<file path="src/rtl/chirp_band_collector.sv">
// chirp_band_collector: gathers accepted band indices during a chirp sweep
// into a one-hot mask and publishes the mask, its population count and an
// empty flag when the sweep ends.
// Optional feature macro: CHIRP_COLLECTOR_DUP_COUNT_EN enables the saturating
// duplicate-index counter; without it dup_count is tied to zero.
module chirp_band_collector #(
  parameter int unsigned MAX_BANDS  = 64,
  parameter int unsigned BAND_WIDTH = 6
) (
  input  logic                  clk,
  input  logic                  reset_n,
  input  logic                  start,
  input  logic                  band_valid,
  input  logic [BAND_WIDTH-1:0] band_in,
  output logic                  band_ready,
  input  logic                  sweep_done,
  output logic [MAX_BANDS-1:0]  used_bands,
  output logic                  used_valid,
  output logic [BAND_WIDTH:0]   band_count,
  output logic                  empty,
  output logic                  range_err,
  output logic [7:0]            dup_count
);

  typedef enum logic [1:0] {IDLE, COLLECT, PUBLISH} state_t;

  state_t                state_q, state_d;
  logic                  pend_q, pend_d;
  logic                  clear, accept, publish;
  logic [MAX_BANDS-1:0]  sel;
  logic                  in_range, hit_prev;
  logic [MAX_BANDS-1:0]  acc_q, acc_d;
  logic [BAND_WIDTH:0]   cnt_q, cnt_d;
  logic                  rerr_q, rerr_d;
  logic [MAX_BANDS-1:0]  used_bands_q, used_bands_d;
  logic [BAND_WIDTH:0]   band_count_q, band_count_d;
  logic                  empty_q, empty_d;
  logic                  used_valid_q, used_valid_d;

  // State register plus the deferred-start flag raised during PUBLISH
  always_ff @(posedge clk or negedge reset_n) begin
    if (!reset_n) begin
      state_q <= IDLE;
      pend_q  <= 1'b0;
    end else begin
      state_q <= state_d;
      pend_q  <= pend_d;
    end
  end

  // Next-state logic; start outranks sweep_done in COLLECT
  always_comb begin
    state_d = state_q;
    pend_d  = 1'b0;
    unique case (state_q)
      IDLE:    if (start || pend_q) state_d = COLLECT;
      COLLECT: begin
        if (start)           state_d = COLLECT;
        else if (sweep_done) state_d = PUBLISH;
      end
      PUBLISH: begin
        state_d = IDLE;
        pend_d  = start;
      end
      default: state_d = IDLE;
    endcase
  end

  // FSM outputs and datapath strobes
  always_comb begin
    band_ready = (state_q == COLLECT);
    publish    = (state_q == PUBLISH);
    clear      = ((state_q == IDLE) && (start || pend_q)) ||
                 ((state_q == COLLECT) && start);
    // a restart discards whatever is offered in the same cycle
    accept     = band_ready && band_valid && !start;
  end

  // One-hot decode of band_in; out-of-range indices decode to all zeros
  always_comb begin
    sel = '0;
    for (int unsigned i = 0; i < MAX_BANDS; i++) begin
      sel[i] = (band_in == BAND_WIDTH'(i));
    end
    in_range = |sel;
    hit_prev = |(sel & acc_q);
  end

  // Accumulator, distinct counter, range flag and publication registers
  always_comb begin
    acc_d        = acc_q;
    cnt_d        = cnt_q;
    rerr_d       = rerr_q;
    used_bands_d = used_bands_q;
    band_count_d = band_count_q;
    empty_d      = empty_q;
    used_valid_d = publish;
    if (clear) begin
      acc_d  = '0;
      cnt_d  = '0;
      rerr_d = 1'b0;
    end else if (accept) begin
      if (!in_range) begin
        rerr_d = 1'b1;
      end else if (!hit_prev) begin
        acc_d = acc_q | sel;
        cnt_d = cnt_q + {{BAND_WIDTH{1'b0}}, 1'b1};
      end
    end
    if (publish) begin
      band_count_d = cnt_q;
      empty_d      = (cnt_q == '0);
      used_bands_d = (cnt_q == '0) ? {{(MAX_BANDS-1){1'b0}}, 1'b1} : acc_q;
    end
  end

  // Datapath registers
  always_ff @(posedge clk or negedge reset_n) begin
    if (!reset_n) begin
      acc_q        <= '0;
      cnt_q        <= '0;
      rerr_q       <= 1'b0;
      used_bands_q <= {{(MAX_BANDS-1){1'b0}}, 1'b1};
      band_count_q <= '0;
      empty_q      <= 1'b1;
      used_valid_q <= 1'b0;
    end else begin
      acc_q        <= acc_d;
      cnt_q        <= cnt_d;
      rerr_q       <= rerr_d;
      used_bands_q <= used_bands_d;
      band_count_q <= band_count_d;
      empty_q      <= empty_d;
      used_valid_q <= used_valid_d;
    end
  end

  assign used_bands = used_bands_q;
  assign band_count = band_count_q;
  assign empty      = empty_q;
  assign used_valid = used_valid_q;
  assign range_err  = rerr_q;

`ifdef CHIRP_COLLECTOR_DUP_COUNT_EN
  logic [7:0] dup_q, dup_d;

  // Saturating count of accepted in-range indices already in the mask
  always_comb begin
    dup_d = dup_q;
    if (clear) begin
      dup_d = '0;
    end else if (accept && hit_prev && (dup_q != '1)) begin
      dup_d = dup_q + 8'd1;
    end
  end

  // Duplicate counter register
  always_ff @(posedge clk or negedge reset_n) begin
    if (!reset_n) dup_q <= '0;
    else          dup_q <= dup_d;
  end

  assign dup_count = dup_q;
`else
  assign dup_count = '0;
`endif

endmodule

</file>
<file path="config.mk">
export PLATFORM = sky130hd
export DESIGN_NAME = chirp_band_collector
export DESIGN_NICKNAME = d
export VERILOG_FILES = /design/src/rtl/chirp_band_collector.sv
export SDC_FILE = /design/constraint.sdc
export NUM_CORES = 1
export LEC_CHECK = 0
export BUFFER_PORTS_ARGS = -buffer_cell sky130_fd_sc_hd__buf_2
export CAP_MARGIN = 25
export CORE_UTILIZATION = 57
export DETAILED_ROUTE_END_ITERATION = 8
export PLACE_DENSITY = 0.77
export SLEW_MARGIN = 40
export SYNTH_ARGS = -nofsm -noshare
export SYNTH_HDL_FRONTEND = slang
export SYNTH_SLANG_ARGS = --single-unit
</file>
<file path="constraint.sdc">
create_clock -name clk -period 2.35 [get_ports clk]
set_input_delay 0 -clock clk [delete_from_list [all_inputs] [get_ports clk]]
set_output_delay 0 -clock clk [all_outputs]
set_load 0.01 [all_outputs]
</file>
# == Word-level counts from Yosys, hierarchy flattened ==
# Cells that the tools add are included.
# op_classes
n_shift,0
order_cmp,0
n_addsub,1
n_mux,17
reduce_logical,17
mul,0
bitwise,2
div_mod_pow,0
n_eq_ne,69
# ops
operator,n
64-bit 2-to-1 mux,5
6-bit equality test (second input constant),32
64-bit OR reduction,2
6-bit by 5-bit equality test with 1-bit output (second input constant),16
64-bit AND,1
64-bit OR,1
6-bit by 4-bit equality test with 1-bit output (second input constant),8
7-bit 2-to-1 mux,4
6-bit by 3-bit equality test with 1-bit output (second input constant),4
6-bit by 2-bit equality test with 1-bit output (second input constant),2
7-bit by 1-bit adder with 7-bit output (second input constant),1
7-bit zero test,1
6-bit by 1-bit equality test with 1-bit output (second input constant),1
6-bit zero test,1
2-bit 2-to-1 mux,3
1-bit logical AND,4
1-bit 2-to-1 mux,4
2-bit != test (second input constant),2
2-bit one-hot mux with 2 select lines,1
2-bit AND reduction,2
2-bit nonzero test,2
3-bit by 2-bit != test with 1-bit output (second input constant),1
3-bit AND reduction,1
2-bit by 1-bit equality test with 1-bit output (second input constant),1
other kinds (5),6
# totals
elab_cells,115
n_memories,0
mem_bits_ro,0
latch_bits,0
mem_bits_rw,0
in_bits,11
register_bits,148

# == Depth between registers and ports, before layout ==
# depth
word_depth,7
ltp_mapped,12

# == Worst setup path after synthesis ==
# No wires, ideal clock.
# synth_path
kind,flip-flop to flip-flop
from,reg acc_q[62]
to,reg acc_q[9]
setup_slack_ns,0.240
path_stages_with_launch,10
t_arrival_ns,2.035
path_cell_list,dfrtp_1 and3_1 a221o_1 nor4_2 nor3_1 nor4_4 buf_6 nand3_4 buf_6 o21ai_2
# synth_via
elab_chain_len,4
# synth_lines
item,line,source
start: declaration,32,"logic [MAX_BANDS-1:0] acc_q, acc_d;"
start signal: assignment,120,acc_q <= '0;
start signal: assignment,128,acc_q <= acc_d;
64-bit AND,86,hit_prev = |(sel & acc_q);
64-bit OR reduction,86,
2-bit != test (no source line),--,
3-bit AND reduction (no source line),--,
# Every way passes these cells.
# A chain may end at the register's enable or synchronous reset.

# == Final worst setup path ==
# layout_path
from,reg acc_q[62]
to,reg acc_q[33]
# Same word-level chain as after synthesis.

==> metrics <==
outcome finished with violations; failing checks design-rule violations; final worst slack 0.0265 ns; largest net degree at the start of global routing 77; Max Cap Viol 0; Syn. warnings 0; CTS tree built; Core Util, Final 0.738; GR Util All Layers 0.359; vias in the first global route 6072; post-synthesis instance total 744; Area growth, synth to finish 24.8%; Initial Util 0.591; share of the synthesized area in the top cell type 0.534; # diodes 0; Leak 4.02 nW; ys async rst share 1.00; DRT iter0 DRCs 650; Critical path origin acc_q[62]; Final Cell Area 0.00853 mm²; mux cell area share after synthesis 0.00878; Crit. End Element register; die height 112 µm; CTS Sinks 148; largest family of logic cells by synthesized area simple AND/OR/NAND/NOR gates; Root Buffer clkbuf_16; Fin Setup TNS 0 ns; Tcrit/Tclk final 0.989; leading area contributor after synthesis dfrtp_1; post-synthesis compound-gate area fraction 0.170; final number of max-transition violations 0; count of flip-flops with a built-in enable after synthesis 0; Hold/Removal Path Class primary input to register; Wirelength per Cell 20.7 µm; global-route wire length before repair 33600 µm; Final Net Count 885; area of the core 0.0116 mm²; DP Area 0.00773 mm²; I/O pin cnt 94; Netlist cell types 61; number of I/O port buffers 85; Setup WS pre-CTS -0.129 ns; Min Hold Slack 0.113 ns; FP Rows 39; endpoints failing hold 0; Avg Cell Area, Syn 9.19 µm²; synth cell count leaders nand2_1, dfrtp_1, o21ai_0, clkbuf_1, nor2_1; startpoint types register; Critical Path RT 2.68 ns; post-synthesis adder-cell area fraction 0.00366; antenna viol nets, final 0; Area contributors post-synth dfrtp_1, nand2_1, o21ai_0; clk buf depth 2; CP max FO 16; Worst Clk Skew 0.00972 ns; XOR/XNOR Fraction of Synth Area 0; most common flop cell mapped by yosys dfrtp_1; H-tree Lvls 4; initial antenna violation count 0; drt first pass iters 9; gr ovfl total 0; fraction of final layout cells sized beyond drive strength 1 0.262; pwr dens 674 mW/mm²; clk_lat worst skew 0.44 ns; DRC violations left 8; VDD IR max 0.536 mV; die area 0.0124 mm²; f_max 0.430 GHz; Period minus WS final 2.32 ns; post-DP HPWL 14800 µm; via count 6160; RR Startpoint acc_q[62]; TritonCTS Buffers 17; clock slew at reported path FFs 0.06 ns; final WL 21300 µm; Setup Crit Path Kind register to register; Vias/cell 5.99; flop and latch count out of synthesis 148; Die W 112 µm; Simple-Gate Fraction of Synth Area 0.223; most frequent cell after synthesis nand2_1; Worst-Margin Slew 0.785 ns; Final Wtd Congestion 0.975; Mapped Area 0.00684 mm²; FILL cells 879; # setup viols final 0; Worst EP arrival 2.66 ns; slew margin rel. 0.476; min-delay src band_in[4]; Seq/Total Area, Yosys 0.542
==> per-layer routing <==
layer | share of wire | vias up | global-route usage
met3 | 0.080 | 50 | 0.0719
li1 | - | 2793 | -
met4 | 0.037 | 0 | 0.150
met5 | 0 | - | 0
met2 | 0.46 | 316 | 0.560
met1 | 0.42 | 3001 | 0.495
==> layout by cell type (no fill, tap or decap), types with 4 or more instances in the layout <==
| master | instances |
|---|---|
| a32o_1 | 6 |
| nor2_1 | 23 |
| and3_1 | 4 |
| a22o_1 | 8 |
| mux2i_1 | 6 |
| nand3_1 | 12 |
| a21oi_1 | 4 |
| o21ai_1 | 26 |
| buf_4 | 63 |
| o211ai_1 | 5 |
| a22oi_1 | 5 |
| nand4_1 | 6 |
| clkbuf_16 | 18 |
| o21ai_2 | 16 |
| and2_1 | 9 |
| nand2_1 | 229 |
| clkinv_2 | 6 |
| dfrtp_1 | 146 |
| a31oi_1 | 7 |
| buf_12 | 8 |
| conb_1 | 8 |
| dlygate4sd3_1 | 4 |
| nor3_1 | 5 |
| nor2b_1 | 13 |
| o21ai_0 | 82 |
| buf_2 | 84 |
| inv_1 | 8 |
| nor3b_1 | 4 |
| clkbuf_8 | 5 |
==> worst max-delay path, stage by stage (launching register included) <==
cell	delay (ns)
dfrtp_1	0.39
and3_1	0.15
a221o_1	0.35
nor4_1	0.24
nor3_1	0.14
nor4_4	0.24
buf_4	0.18
nand4_2	0.14
buf_12	0.19
o21ai_0	0.20
==> sequential cells by signal (all words and copies together), names as in the netlist, 2 cells and up <==
register and flops:
used_bands 64, cnt_q 7, band_count 7, state_q 2, acc_q 64
==> power by group <==
group          internal (mW)  switching, mW
Combinational          0.164          0.346
Clock                   1.59           1.05
Sequential              2.58         0.0159
Total                   4.33           1.41
==> final cells by class <==
type	count	area [µm²]	area share
well taps	143	179	0.0210
clock inverters	9	76.3	0.00895
clock buffers	23	498	0.0584
repair buffers	163	1150	0.135
flip-flops and latches	148	3710	0.434
inverters	9	33.8	0.00396
multi-input cells	533	2890	0.338
==> repair_timing <==
item / 4_1_cts / 5_1_grt
endpoints found under the setup margin: 29 / 63
hold endpoints to repair: 61 / 0
setup buffers: 3 / 7
pin swaps: 7 / 11
cloned: 1 / 1
hold buffers: 4 / 0
resized for setup: 8 / 24
==> final timing paths <==
kind | to | slack, ns | cells past startpoint
min reg2reg | empty | 0.46 | 2
max in group asynchronous | used_bands[41] | 1.54 | 3
min in group asynchronous | used_bands[29] | 0.12 | 2
min | acc_q[24] | 0.11 | 4
max reg2reg | acc_q[33] | 0.03 | 9
max | acc_q[33] | 0.03 | 9
==> stage by stage <==
step / power, mW / instances
3_5_place_dp: 3.12 / 981
6_report: 5.75 / 1028
5_1_grt: 5.90 / 1028
2_1_floorplan: 2.89 / 751
3_3_place_gp: 3.11 / 981
4_1_cts: 5.72 / 1020
==> cells by family after synthesis <==
kind of cell | Yosys count
muxes | 6
AOI/OAI and AO/OA | 182
DFF | 148
and+or+nand+nor | 334
other | 1
buffers and inverters | 71
adders and majority gates | 2
Note: power is estimated with default switching activity, not from simulation.
